--- config.mk ---
export PLATFORM = sky130hd
export DESIGN_NAME = delta_decoder_accum_flat
export DESIGN_NICKNAME = d
export VERILOG_FILES = /design/src/rtl/delta_decoder_accum_if.sv /design/src/rtl/delta_decoder_accum.sv /design/src/flat_wrapper.sv
export SDC_FILE = /design/constraint.sdc
export NUM_CORES = 1
export LEC_CHECK = 0
export ABC_CLOCK_PERIOD_IN_PS = 2300
export BUFFER_PORTS_ARGS = -buffer_cell sky130_fd_sc_hd__buf_2
export CAP_MARGIN = 20
export CORE_UTILIZATION = 40
export DETAILED_ROUTE_END_ITERATION = 16
export RECOVER_POWER = 25
export SYNTH_ARGS = -nofsm -noshare
export SYNTH_HDL_FRONTEND = slang
export SYNTH_SLANG_ARGS = --single-unit
--- constraint.sdc ---
create_clock -name clk_i -period 2.3 [get_ports clk_i]
set_clock_uncertainty 0.1 [all_clocks]
set_input_delay 0.46 -clock clk_i [delete_from_list [all_inputs] [get_ports clk_i]]
set_output_delay 0.46 -clock clk_i [all_outputs]
set_load 0.02 [all_outputs]
--- src/rtl/delta_decoder_accum_if.sv ---
// Pin-level bundle of the delta decoder: deltas/strobe/load in, acc/ovf/upd out.
// Pin map: delta=io_in[5:2], strobe=io_in[6], load=io_in[7]; acc=io_out[5:0], ovf=io_out[6], upd=io_out[7].
interface delta_decoder_accum_if;
   // Handshake: a rising edge on strobe (add) or load (replace) requests one update while
   // delta is held stable; upd answers with a single-cycle pulse alongside the new acc.
   logic [3:0] delta;
   logic       strobe;
   logic       load;
   logic [5:0] acc;
   logic       ovf;
   logic       upd;

   modport master (output delta, output strobe, output load,
                   input  acc,   input  ovf,    input  upd);
   modport slave  (input  delta, input  strobe, input  load,
                   output acc,   output ovf,    output upd);
endinterface

--- src/rtl/delta_decoder_accum.sv ---
// Delta decoder: integrates synchronized 4-bit signed deltas into an ACC_W-bit accumulator.
// Optional macro DELTA_DEC_SAT_EN makes overflowing adds saturate instead of wrapping.
module delta_decoder_accum #(
   parameter int ACC_W = 6
) (
   input  logic                  clk_i,
   input  logic                  rst_ni,
   delta_decoder_accum_if.slave  bus_io
);

   localparam int MSB = ACC_W - 1;
   localparam logic [ACC_W-1:0] ACC_MAX = {1'b0, {(ACC_W-1){1'b1}}};
   localparam logic [ACC_W-1:0] ACC_MIN = {1'b1, {(ACC_W-1){1'b0}}};

   logic             strobe_s1_q, strobe_s2_q, strobe_s3_q;
   logic             load_s1_q, load_s2_q, load_s3_q;
   logic [3:0]       delta_s1_q, delta_s2_q;
   logic [ACC_W-1:0] acc_q, acc_d;
   logic             ovf_q, ovf_d;
   logic             upd_q, upd_d;

   logic             strobe_edge, load_edge;
   logic [ACC_W-1:0] d_ext, sum;
   logic             add_ovf;
   logic [5:0]       acc_ext;

   assign strobe_edge = strobe_s2_q & ~strobe_s3_q;
   assign load_edge   = load_s2_q & ~load_s3_q;

   always_comb begin
      d_ext   = ACC_W'(signed'(delta_s2_q));
      sum     = acc_q + d_ext;
      add_ovf = (acc_q[MSB] == d_ext[MSB]) && (sum[MSB] != acc_q[MSB]);
   end

   // Load takes priority over a coincident strobe; the add is dropped.
   always_comb begin
      acc_d = acc_q;
      ovf_d = ovf_q;
      upd_d = 1'b0;
      if (load_edge) begin
         acc_d = d_ext;
         ovf_d = 1'b0;
         upd_d = 1'b1;
      end else if (strobe_edge) begin
         acc_d = sum;
         upd_d = 1'b1;
         if (add_ovf) begin
            ovf_d = 1'b1;
`ifdef DELTA_DEC_SAT_EN
            acc_d = acc_q[MSB] ? ACC_MIN : ACC_MAX;
`else
            acc_d = sum;
`endif
         end
      end
   end

   always_ff @(posedge clk_i) begin
      if (!rst_ni) begin
         strobe_s1_q <= 1'b0;
         strobe_s2_q <= 1'b0;
         strobe_s3_q <= 1'b0;
         load_s1_q   <= 1'b0;
         load_s2_q   <= 1'b0;
         load_s3_q   <= 1'b0;
         delta_s1_q  <= '0;
         delta_s2_q  <= '0;
         acc_q       <= '0;
         ovf_q       <= 1'b0;
         upd_q       <= 1'b0;
      end else begin
         strobe_s1_q <= bus_io.strobe;
         strobe_s2_q <= strobe_s1_q;
         strobe_s3_q <= strobe_s2_q;
         load_s1_q   <= bus_io.load;
         load_s2_q   <= load_s1_q;
         load_s3_q   <= load_s2_q;
         delta_s1_q  <= bus_io.delta;
         delta_s2_q  <= delta_s1_q;
         acc_q       <= acc_d;
         ovf_q       <= ovf_d;
         upd_q       <= upd_d;
      end
   end

   // Bits above ACC_W read as zero on the 6-bit pin field.
   always_comb begin
      acc_ext            = '0;
      acc_ext[ACC_W-1:0] = acc_q;
   end

   assign bus_io.acc = acc_ext;
   assign bus_io.ovf = ovf_q;
   assign bus_io.upd = upd_q;

endmodule

--- src/flat_wrapper.sv ---
// flat-port wrapper written by rule: the top's interface ports become plain ports
module delta_decoder_accum_flat 
#(
   parameter int ACC_W = 6
)
  (clk_i, rst_ni, bus_io_delta, bus_io_strobe, bus_io_load, bus_io_acc, bus_io_ovf, bus_io_upd);
  delta_decoder_accum_if bus_io_i ();
  input  logic clk_i;
  input  logic rst_ni;
  input wire logic [$bits(bus_io_i.delta)-1:0] bus_io_delta;
  input wire logic [$bits(bus_io_i.strobe)-1:0] bus_io_strobe;
  input wire logic [$bits(bus_io_i.load)-1:0] bus_io_load;
  output wire logic [$bits(bus_io_i.acc)-1:0] bus_io_acc;
  output wire logic [$bits(bus_io_i.ovf)-1:0] bus_io_ovf;
  output wire logic [$bits(bus_io_i.upd)-1:0] bus_io_upd;
  assign bus_io_i.delta = bus_io_delta;
  assign bus_io_i.strobe = bus_io_strobe;
  assign bus_io_i.load = bus_io_load;
  assign bus_io_acc = bus_io_i.acc;
  assign bus_io_ovf = bus_io_i.ovf;
  assign bus_io_upd = bus_io_i.upd;
  delta_decoder_accum #(.ACC_W(ACC_W)) u_core (.clk_i(clk_i), .rst_ni(rst_ni), .bus_io(bus_io_i));
endmodule
==> results list, run 1 <==
- Via count of the first global-routing pass: 654
* Setup repair after global routing missed its margin: false
* Pre-CTS setup slack: about 0.21 ns
- Cell internal power was estimated by the tool at 0.528 mW.
- Sequential cells were found to cover between 40 and 50% of the synthesized design area.
* Worst Reg2Reg Path Length in Cells: 6
- At the later pin of the worst-skew pair, clock insertion delay measures between 0.3 and 0.4 ns.
- sky130_fd_sc_hd__dfxtp_1 takes more of the synthesized area than any other cell.
* Top cells by area, synth: sky130_fd_sc_hd__dfxtp_1 47%, sky130_fd_sc_hd__and2_1 9.3%, sky130_fd_sc_hd__ha_1 6.6%
- Worst Setup End Kind: flop
- Of the post-synthesis cell area, the dominant cell type holds approximately 47%.
- Kind of launch point of the worst setup path: flop
- Global-route wire length before repair: ~3000 µm
* Depth of the CTS H-tree: 1
- The worst register-to-register path has a setup slack of 0.28 ns.
- In the final routed layout, each cell accounts on average for 11.5 µm.
- Worst endpoint data arrival time: ~2.2 ns
- Excluding fillers, the count of instances in the completed layout stands at 140.
* Setup slack after layout: roughly 0.28 ns
- Placed cell count: around 140
- The count of nets left with antenna violations once routing finished came out at 0.
- The synthesized design contains 22 register bits.
- Vias per inst: 4.94
- Of the total power, the share spent switching nets is approximately 25%.
- For this run, asynchronously set or reset flops after synthesis account for 0%.
* Crit Path Category: reg2reg
* Final global-route overflow total: 0
- Number of placement rows: 17
- Summed over all nets, the switching power comes to about 0.17 mW.
* Final setup violating endpoints: 0
- Post-Synthesis Cell Area: around 940 µm²
- TritonCTS clock tree: done
- In this run the clock root is driven by a sky130_fd_sc_hd__clkbuf_4.
* Terminating pin of the worst hold path: u_core.delta_s1_q[3]
- Post-synthesis net count: between 100 and 150
* Number of inserted diodes: 0
* Die outline width: slightly above 50 µm
* Max-Slew Margin vs Limit: between 50% and 60%
* Placer congestion estimate: 0.843
- Final max-slew violation count: 0
- Crit path max fanout: 9
* Power density over the cells: between 600 and 700 nW/µm²
- Num CTS Buffers: 3
- Required @ worst endpoint: 2.43 ns
- Startpoint of the most critical setup path: u_core.delta_s2_q[3]
- Post-detailed-placement half-perimeter wirelength: between 1000 and 1500 µm
- Per report_power, the clock group accounts for 31.3% of the total.
- Of the available clock period, the critical path in the final layout requires about 88%.
* Status: finished clean
* Final Hold Fails: 0
- During synthesis, Yosys emitted a total of 0 warnings.
- Fmax: just under 500 MHz
- The number of different library cells used by synthesis comes to 33.
* Number of flops mapped to enable cells by yosys: 0
* Fraction of power consumed by combinational cells: about 10%
* Critical hold path startpoint: bus_io_delta[3]
- Floorplan die area: ~2600 µm²
- Maximum number of buffers from clock root to sink: 2
- Overall routing resource usage: between 10% and 20%
* Sequential group share of total power: between 50% and 60%
- The worst hold path was traced through 2 stages.
- For this run, the detailed router's first-pass iteration total came to 5.
- In the synthesized netlist the dominant register cell turns out to be sky130_fd_sc_hd__dfxtp_1.
- After the last flow step, the layout net total stands at between 100 and 150.
- The routed design could run at a clock period as short as slightly above 2 ns.
* Number of buffers added for setup after CTS: 0
* End of the worst register-to-register path: u_core.bus_io.acc[5]
- For this run, design rule violations remaining after detail routing come to 0.
- Floorplan Core Area: about 2200 µm²
- In this run the mean area of a mapped cell was around 9.6 µm².
- The worst-case IR drop observed on VDD is roughly 360 µV.
- Clock-pin slew was measured on the worst setup and hold paths at roughly 0.14 ns.
- The initial antenna violation count came to 0.
- Number of buffer cells added on primary ports: 15
- Share of final-layout standard cells stronger than drive strength 1: between 10% and 20%
- 16 I/O pins were placed.
- Setup TNS Final: 0 ns
- Standby leakage power: between 0.4 and 0.5 nW
- Die height: ~51 µm
- For the pin with the worst max-slew slack, the measured transition is about 0.70 ns.
- Via total after detailed routing: 692
* Area delta synth->final: 13.4%
- Max_cap viols: 0
* Beginning of the worst register-to-register path: u_core.delta_s2_q[3]
* Total Routed Length: 1610 µm
- Clock tree synthesis found a total of 22 sinks.
* Synthesized instance count: 98
* Starting density of the core: 42.6%
- In this run, the number of DRC markers left after iteration 0 of detailed routing was 7.
- Largest net degree at the start of global routing: 22
- Hold WS: approximately 0.23 ns
* Class of the most critical hold timing path: in2reg
## critical path, stage by stage (launching register included)
cell	delay, ns
sky130_fd_sc_hd__dfxtp_2	0.43
sky130_fd_sc_hd__ha_1	0.29
sky130_fd_sc_hd__and3_1	0.18
sky130_fd_sc_hd__a221o_1	0.42
sky130_fd_sc_hd__nor4_1	0.20
sky130_fd_sc_hd__a311oi_1	0.09
sky130_fd_sc_hd__o21a_1	0.21
## state kept, by name (all words and copies together), names as in the netlist
signal / count
u_core.strobe_s2_q: 1
u_core.strobe_s1_q: 1
u_core.strobe_s3_q: 1
u_core.delta_s1_q: 4
u_core.bus_io.upd: 1
u_core.bus_io.ovf: 1
u_core.load_s1_q: 1
u_core.delta_s2_q: 4
u_core.load_s2_q: 1
u_core.load_s3_q: 1
u_core.bus_io.acc: 6
## synthesized netlist by cell type (2+ instances only)
cell and n:
sky130_fd_sc_hd__o21a_1 2, sky130_fd_sc_hd__nor2b_1 3, sky130_fd_sc_hd__dfxtp_1 22, sky130_fd_sc_hd__nor2_1 2, sky130_fd_sc_hd__o211a_1 2, sky130_fd_sc_hd__nand2_1 8, sky130_fd_sc_hd__a21oi_1 6, sky130_fd_sc_hd__inv_1 4
sky130_fd_sc_hd__and2_1 14, sky130_fd_sc_hd__mux2i_1 3, sky130_fd_sc_hd__clkbuf_1 4, sky130_fd_sc_hd__nor3_1 2, sky130_fd_sc_hd__ha_1 5, sky130_fd_sc_hd__nand2b_1 2
## cells in the final DEF, fill, tap and decap left out, drive strengths merged, types with 2 or more instances in the layout
cell type  count
dfxtp         22
and2          14
buf           14
nand2          8
a21oi          6
ha             5
clkbuf         5
inv            4
nor2b          3
mux2i          3
o21a           2
nor3           2
nand2b         2
o211a          2
nor2           2
o21ai          2
a21o           2
a21boi         2
## cells by family (layout without fill, tap and decap cells)
| kind of cell | Yosys count | count (layout) | synth area share (%) |
|---|---|---|---|
| compound gates | 20 | 20 | 15.0 |
| xor+xnor | 1 | 1 | 0.929 |
| fa+ha+maj | 6 | 6 | 8.75 |
| buf+inv | 9 | 23 | 3.71 |
| flops | 22 | 22 | 46.7 |
| mux | 3 | 3 | 3.18 |
| simple gates | 37 | 37 | 21.8 |
## timing repair
item                                   in CTS  in global routing
setup endpoints to repair                   0                  1
hold buffers                                0                  0
endpoints found under the hold margin       0                  0
resized for setup                           0                  1
## routing by layer
metal	GRT usage, %	share of wire, %	routed length, µm
met1	19.2	49	795
met5	0	0	0
met3	3.64	2.5	41
met4	11.1	2.9	47
met2	24.4	45	725
## stage by stage
step,util [%],power [mW],instance area (µm²)
finish,48.4,0.699,1070
detailed placement,46.7,0.490,1030
floorplan,-,0.469,943
CTS,48.4,0.706,1070
global route,48.4,0.737,1070
global placement,46.7,0.488,1030
## final cells by class
cell class	count	area (µm²)
Timing Repair Buffer	15	73.8
Sequential cell	22	442
Tap cell	28	35.0
Clock buffer	4	36.3
Inverter	4	15.0
Fill cell	230	1140
Multi-Input combinational cell	67	468
## worst max path at each step
stage,slack [ns],to
after floorplan,0.35,u_core.bus_io.acc[5]
after global routing,0.11,u_core.bus_io.acc[5]
after CTS,0.19,u_core.bus_io.acc[5]
after global placement,0.28,u_core.bus_io.acc[5]
final,0.28,u_core.bus_io.acc[5]
after detailed placement,0.21,u_core.bus_io.acc[5]
## power by group through the flow
stage | Clock (mW) | Combinational, mW | Sequential (mW)
final | 0.219 | 0.0718 | 0.408
after global routing | 0.243 | 0.0821 | 0.411
after global placement | 0 | 0.0715 | 0.416
after floorplan | 0 | 0.0464 | 0.423
after CTS | 0.224 | 0.0734 | 0.409
after detailed placement | 0 | 0.0731 | 0.417
No activity file was read; power rests on OpenSTA's default activity.
==> run 2: changes to the inputs <==
--- a/config.mk
+++ b/config.mk
@@ -5,7 +5,7 @@
 export SDC_FILE = /design/constraint.sdc
 export NUM_CORES = 1
 export LEC_CHECK = 0
-export ABC_CLOCK_PERIOD_IN_PS = 2300
+export ABC_CLOCK_PERIOD_IN_PS = 1700
 export BUFFER_PORTS_ARGS = -buffer_cell sky130_fd_sc_hd__buf_2
 export CAP_MARGIN = 20
 export CORE_UTILIZATION = 40
==> constraint.sdc (replaced) <==
create_clock -name clk_i -period 1.7 [get_ports clk_i]
set_clock_uncertainty 0.1 [all_clocks]
set_input_delay 0.34 -clock clk_i [delete_from_list [all_inputs] [get_ports clk_i]]
set_output_delay 0.34 -clock clk_i [all_outputs]
set_load 0.02 [all_outputs]
==> run 2 against run 1 <==
The flow now finishes with violations (negative setup slack). Power rose by 49%. Combinational power rose by 94%. Die area stayed put. Sequential share of layout area decreased by 6.1 points. Fmax rose by 10%. Clock power increased by 59%. Design area up 22%. Cell count increased by 11%. Utilization grew 11 points. Via count increased by 11%. Non-clock buffer count increased by 16. Setup slack got worse by 0.42 ns.
==> results list, run 2 (same netlist as run 1, synthesis figures left out) <==
- Standby leakage power: 0.576 nW (+18%)
- Placer congestion estimate: 0.814 (-3.4%)
- The startpoint identified for the worst register-to-register timing path is u_core.delta_s2_q[3].
* Total Routed Length: 1870 µm (+16%)
- The CTS clock-pin slew for the worst setup and hold paths came to 0.13 ns (about the same).
- Status: complete, but fails checks
- Count of nets after finishing: 143 (+13%)
- Vias per inst: 4.94 (about the same)
* Post-detailed-placement half-perimeter wirelength: 1390 µm (+23%)
* TritonCTS clock tree: done
* Cell area after layout: 1310 µm² (+22%)
- The number of hold-repair buffers added at the cts stage is 0 (unchanged).
- The overall die width was 50.6 µm (unchanged).
- Setup slack after layout: -0.132 ns (-0.415 ns)
* Largest net degree at the start of global routing: 22 (unchanged)
- Die height: 50.6 µm (unchanged)
- The overall global routing resource usage is 17.1% (+1.2 points).
- Sequential Area: 460 µm² (+4.2%)
* Via total after detailed routing: 771 (+11%)
- Fin crit share: 108% (+20 points)
* Share of final-layout standard cells stronger than drive strength 1: 44.5% (+26 points)
- Combined area of the multi-input logic cells: 547 µm² (+17%)
* Floorplan Core Area: 2210 µm² (unchanged)
- Final global-route overflow total: 0 (unchanged)
- The worst slew margin relative to its limit is 75.9% (+23 points).
* Post-layout instance count excluding filler cells: 156 (+11%)
- Required @ worst endpoint: 1.84 ns (-0.59 ns)
- Power density over the cells: 795 nW/µm² (+22%)
* Max_cap viols: 0 (unchanged)
- The worst setup path is captured at a flop.
- The actual transition at the worst max-transition pin is 0.361 ns (-0.339 ns).
- The CTS buffer count was 3 (unchanged).
- The count of pins on the block boundary was 16 (unchanged).
- The remaining routing DRC violations was 0 (unchanged).
* Detailed Routing Iterations Pass 1: 5 (unchanged)
* Number of buffer cells added on primary ports: 15 (unchanged)
* Crit path max fanout: 4 (-5)
* Worst VDD drop: 530 µV (+47%)
* Kind of launch point of the worst setup path: flop
- Root Buffer: sky130_fd_sc_hd__clkbuf_4
* Clock Sink Count: 22 (unchanged)
- Average wire length per cell after detail routing: 12.0 µm (+4.3%)
- The number of antenna cells inserted was 0 (unchanged).
- The maximum achievable frequency was 546 MHz (+10%).
- The number of filler instances in the final layout came to 229 (-0.43%).
* Maximum number of buffers from clock root to sink: 2 (unchanged)
* Worst endpoint data arrival time: 1.97 ns (-0.18 ns)
* Critical hold path startpoint: bus_io_delta[3]
- The checks that failed: negative setup slack.
- Leaving out fill and tap cells, the most frequent cell in the layout is sky130_fd_sc_hd__buf_2.
- Setup repair after global routing could not meet its margin everywhere.
* Min Tclk post-route: 1.83 ns (-0.185 ns)
* Cell area after placement: 1220 µm² (+18%)
- Cells traversed along the worst timing path: ha_4, and3_4, a221o_1, buf_6, mux2i_1, nor3_1, o21a_1
- Violation count after the first detailed-route iteration: 6 (-1)
* Critical Path Slowest Stage Cell: sky130_fd_sc_hd__dfxtp_4
- The sum of internal, switching and leakage power was 1.04 mW (+49%).
- In this run the worst setup path begins at u_core.delta_s2_q[3].
* Crit Path Category: reg2reg
- Number of placement rows: 17 (unchanged)
- Final max-slew violation count: 0 (unchanged)
- Hold WS: 0.110 ns (-0.119 ns)
* Via count of the first global-routing pass: 706 (+8.0%)
- Global-route wire length before repair: 3100 µm (+5.7%)
- The number of hold-slack violations in the final timing report came to 0 (unchanged).
- Placed cell count: 151 (+11%)
- Starting density of the core: 42.6% (unchanged)
* Initial antenna violation count: 0 (unchanged)
- The worst hold path belongs to the class in2reg.
* Final setup violating endpoints: 2 (+2)
- The biggest cell delay along the critical path came to 0.39 ns (-0.04 ns).
* Remaining number of nets flagged by the antenna check after routing: 0 (unchanged)
- Relative to the synthesized area, the layout overhead comes to 38.9%.
- The flip-flop count of the largest register, all copies and words added was 6 (unchanged).
- Floorplan die area: 2560 µm² (unchanged)
- Top library cells by usage in the layout, fill and taps aside: 15 x sky130_fd_sc_hd__buf_2, 14 x sky130_fd_sc_hd__and2_1, 14 x sky130_fd_sc_hd__buf_4, 14 x sky130_fd_sc_hd__dfxtp_1, 8 x sky130_fd_sc_hd__nand2_1
- The number of H-tree levels came to 1 (unchanged).
- Setup TNS Final: -0.163 ns (-0.163 ns)
* Insertion delay of the later-clocked pin in the worst-skew pair: 0.32 ns (about the same)
## run 2: cell type report
class                           instances  area share [%]
Multi-Input combinational cell         67            41.7
Sequential cell                        22            35.1
Timing Repair Buffer                   31            15.5
Clock buffer                            4            3.63
Tap cell                               28            2.67
Inverter                                4            1.34
## run 2: final timing paths
check | cells after the start | endpoint | slack [ns]
worst min-delay path | 2 | u_core.delta_s1_q[3] | 0.11
worst max-delay path | 7 | u_core.bus_io.acc[5] | -0.13
worst min register to register | 1 | u_core.delta_s2_q[2] | 0.35
worst max register to register | 7 | u_core.bus_io.acc[5] | -0.13
## run 2: repair_timing
action / in CTS / in global routing
resized for setup: 6 / 7
setup endpoints to repair: 4 / 4
buffers inserted: 0 / 1
pin swaps: 5 / 2
## run 2: through the flow
stage          setup WS, ns  util [%]
2_1_floorplan        -0.144         -
3_3_place_gp         -0.119      55.1
3_5_place_dp         -0.146      55.1
4_1_cts              -0.142      57.9
5_1_grt              -0.207      59.2
6_report             -0.132      59.2
## run 2: routing by layer
| metal | up-vias | share of wire [%] | global-route usage [%] |
|---|---|---|---|
| li1 | 393 | - | - |
| met1 | 360 | 46 | 19.5 |
| met2 | 13 | 49 | 28.4 |
| met3 | 5 | 2.5 | 3.64 |
| met4 | 0 | 2.5 | 11.1 |
| met5 | - | 0 | 0 |
## run 2: worst max-delay path: cells and delay by family (launching register included)
kind / cells / cell delay, ns
buf+inv: 1 / 0.14
mux: 1 / 0.15
fa+ha+maj: 1 / 0.24
compound gates: 2 / 0.51
simple gates: 2 / 0.22
flops: 1 / 0.39
## run 2: where the power goes
| group | internal, mW | total (mW) | switching [mW] |
|---|---|---|---|
| logic | 0.0743 | 0.139 | 0.0646 |
| registers | 0.537 | 0.554 | 0.0168 |
| clock network | 0.180 | 0.349 | 0.169 |
| total | 0.791 | 1.04 | 0.250 |
==> run 3: changes to the inputs <==
--- a/config.mk
+++ b/config.mk
@@ -8,9 +8,13 @@
 export ABC_CLOCK_PERIOD_IN_PS = 1700
 export BUFFER_PORTS_ARGS = -buffer_cell sky130_fd_sc_hd__buf_2
 export CAP_MARGIN = 20
-export CORE_UTILIZATION = 40
+export CELL_PAD_IN_SITES_DETAIL_PLACEMENT = 1
+export CELL_PAD_IN_SITES_GLOBAL_PLACEMENT = 1
+export CORE_UTILIZATION = 36
 export DETAILED_ROUTE_END_ITERATION = 16
+export PLACE_DENSITY_LB_ADDON = 0.1
 export RECOVER_POWER = 25
 export SYNTH_ARGS = -nofsm -noshare
 export SYNTH_HDL_FRONTEND = slang
 export SYNTH_SLANG_ARGS = --single-unit
+export TNS_END_PERCENT = 100
==> run 3 against run 2 <==
The flow still finishes with violations (negative setup slack). Utilization down 5.0 points. Global-route usage is 2.1 points higher. Via count increased by 2.6%. Critical path type unchanged. Largest power group unchanged.
==> results list, run 3 (same netlist as run 1, synthesis figures left out) <==
- The routability congestion estimate is 0.819 (+0.57%).
- The number of H-tree levels came to 1 (unchanged).
- The number of standard-cell rows in the floorplan is 18 (+1).
* Remaining number of nets flagged by the antenna check after routing: 0 (unchanged)
- Critical hold path startpoint: bus_io_delta[2]
- The number of hold-repair buffers added at the cts stage is 0 (unchanged).
- Overall routing resource usage: 19.2% (+2.1 points)
- Share of final-layout standard cells stronger than drive strength 1: 48.8% (+4.3 points)
* Root Buffer: sky130_fd_sc_hd__clkbuf_4
- The path class of the tightest hold or removal check is in2reg.
* Starting density of the core: 38.1% (-4.6 points)
- Cell area after placement: 1210 µm² (-1.0%)
* Pre-CTS setup slack: -0.222 ns (-0.0757 ns)
* Required @ worst endpoint: 1.85 ns (about the same)
- Setup slack after layout: -0.179 ns (-0.0472 ns)
- Standby leakage power: 0.590 nW (+2.3%)
* Share of the core filled with cells: 54.2% (-5.0 points)
- Floorplan die area: 2830 µm² (+11%)
- Setup repair after global routing missed its margin: true
- Number of inserted diodes: 0 (unchanged)
* Boundary pin count: 16 (unchanged)
- Largest net degree at the start of global routing: 22 (unchanged)
- The detailed-route wire length was 2210 µm (+18%).
- The flop-to-flop setup slack is -0.18 ns (-0.05 ns).
- The actual transition at the worst max-transition pin was 0.367 ns (+0.00563 ns).
- The worst ir drop on vdd was 637 µV (+20%).
- The worst reg2reg path depth is 6 (-1).
- The minimum period implied by the final worst setup slack is 1.88 ns (+0.0472 ns).
* Violation count after the first detailed-route iteration: 5 (-1)
- The path with the worst hold slack has its endpoint at u_core.delta_s1_q[2].
* Count of nets after finishing: 144 (+0.70%)
- Traced cell by cell, the critical path runs through ha_4, a21o_2, a221o_1, buf_6, a311oi_2, o21a_1.
- Top library cells by usage in the layout, fill and taps aside: 15 x sky130_fd_sc_hd__buf_2, 15 x sky130_fd_sc_hd__buf_4, 14 x sky130_fd_sc_hd__and2_1
* Fmax: 532 MHz (-2.5%)
- The number of cells traversed by the worst hold path was 2 (unchanged).
* Floorplan Core Area: 2480 µm² (+12%)
- Num CTS Buffers: 3 (unchanged)
* Detailed Routing Iterations Pass 1: 4 (-1)
- Kind of launch point of the worst setup path: flop
- Largest register FFs: 6 (unchanged)
- Final setup violating endpoints: 4 (+2)
- Die outline width: 53.2 µm (+5.2%)
- Clock Sink Count: 22 (unchanged)
* TritonCTS clock tree: done
- The flow ran to the end, but the final reports show violations.
- Number of buffer cells added on primary ports: 15 (unchanged)
* Final global-route overflow total: 0 (unchanged)
- The startpoint identified for the worst register-to-register timing path is u_core.bus_io.acc[3].
- The final reports fail on negative setup slack.
- Vias per inst: 4.97 (+0.66%)
* Via count of the first global-routing pass: 829 (+17%)
- The worst slew margin relative to its limit came to 75.5% (-0.38 points).
- Fin crit share: 111% (+2.8 points)
- The vertical extent of the die came to 53.2 µm (+5.2%).
- The total via count in the routed design is 791 (+2.6%).
- The signal arrival time at the worst endpoint is 2.03 ns (+0.06 ns).
- Worst Setup End Kind: flop
- The CTS clock-pin slew for the worst setup and hold paths came to 0.12 ns (about the same).
- Final Hold Fails: 0 (unchanged)
- The endpoint identified for the worst register-to-register timing path is u_core.bus_io.acc[5].
- Final max-slew violation count: 0 (unchanged)
- Crit Path Category: reg2reg
* Hold WS: 0.135 ns (+0.0245 ns)
* Critical path's top delay family: compound AO/OA/AOI/OAI gates
- The area of all placed cells without fillers came to 1340 µm² (+2.5%).
- The areal power density over the cells was 816 nW/µm² (+2.7%).
* Average wire length per cell after detail routing: 13.9 µm (+16%)
* Crit path max fanout: 3 (-1)
- Area delta synth->final: 42.3%
- Post-detailed-placement half-perimeter wirelength: 1580 µm (+14%)
- The number of max-capacitance violations reported was 0 (unchanged).
- The first-pass GRT wire length came to 3820 µm (+23%).
- In this run the worst setup path begins at u_core.bus_io.acc[3].
* DRC: 0 (unchanged)
* Maximum number of buffers from clock root to sink: 2 (unchanged)
* Critical Path Max Stage Delay: 0.38 ns (about the same)
* Crit path buffers/inverters: 1 (unchanged)
- Insertion delay of the later-clocked pin in the worst-skew pair: 0.30 ns (-0.02 ns)
* Critical Path Slowest Stage Cell: sky130_fd_sc_hd__dfxtp_4
- Initial antenna violation count: 0 (unchanged)
[run 3: report_power, final]
part | internal [mW] | switching [mW] | total [mW]
combinational | 0.0764 | 0.0699 | 0.146
sequential | 0.537 | 0.0169 | 0.554
clock | 0.238 | 0.157 | 0.395
[run 3: per-stage QoR]
step | total power [mW] | setup TNS [ns] | std cells
after floorplan | 0.643 | -0.144 | 98
after global placement | 0.690 | -0.205 | 151
after detailed placement | 0.697 | -0.426 | 151
after CTS | 1.11 | -0.395 | 156
after global routing | 1.16 | -0.744 | 159
final | 1.10 | -0.493 | 159
[run 3: cell type report]
class | count | area [µm²]
inverters | 4 | 15.0
repair buffers | 32 | 210
flip-flops and latches | 22 | 462
multi-input cells | 67 | 566
fillers | 291 | 1130
clock buffers | 3 | 22.5
clock inverters | 1 | 30.0
well taps | 30 | 37.5
[run 3: worst max-delay path by stage]
| stage | cells past startpoint | slack, ns | end |
|---|---|---|---|
| floorplan | 6 | -0.14 | u_core.bus_io.acc[5] |
| global placement | 6 | -0.13 | u_core.bus_io.acc[5] |
| detailed placement | 6 | -0.22 | u_core.bus_io.acc[5] |
| CTS | 7 | -0.21 | u_core.bus_io.acc[5] |
| global route | 6 | -0.23 | u_core.bus_io.acc[5] |
| finish | 6 | -0.18 | u_core.bus_io.acc[5] |
[run 3: timing repair]
action,in CTS,in global routing
setup buffers,1,3
gates resized for setup,12,5
setup endpoints to repair,4,4
pin swaps,6,6
[run 3: worst reg2reg max path: cells and delay by family (launching register included)]
kind,cells,cell delay (ns)
AOI/OAI and AO/OA,4,0.95
adders and majority gates,1,0.24
DFF,1,0.38
buffers and inverters,1,0.15
[run 3: routing by layer]
| layer | global-route usage [%] | share of wire (%) | vias to the layer above |
|---|---|---|---|
| met2 | 36.1 | 53 | 11 |
| met3 | 3.74 | 2.7 | 2 |
| met1 | 22.5 | 44 | 383 |
| li1 | - | - | 395 |
| met4 | 2.63 | 0.36 | 0 |
| met5 | 0 | 0 | - |
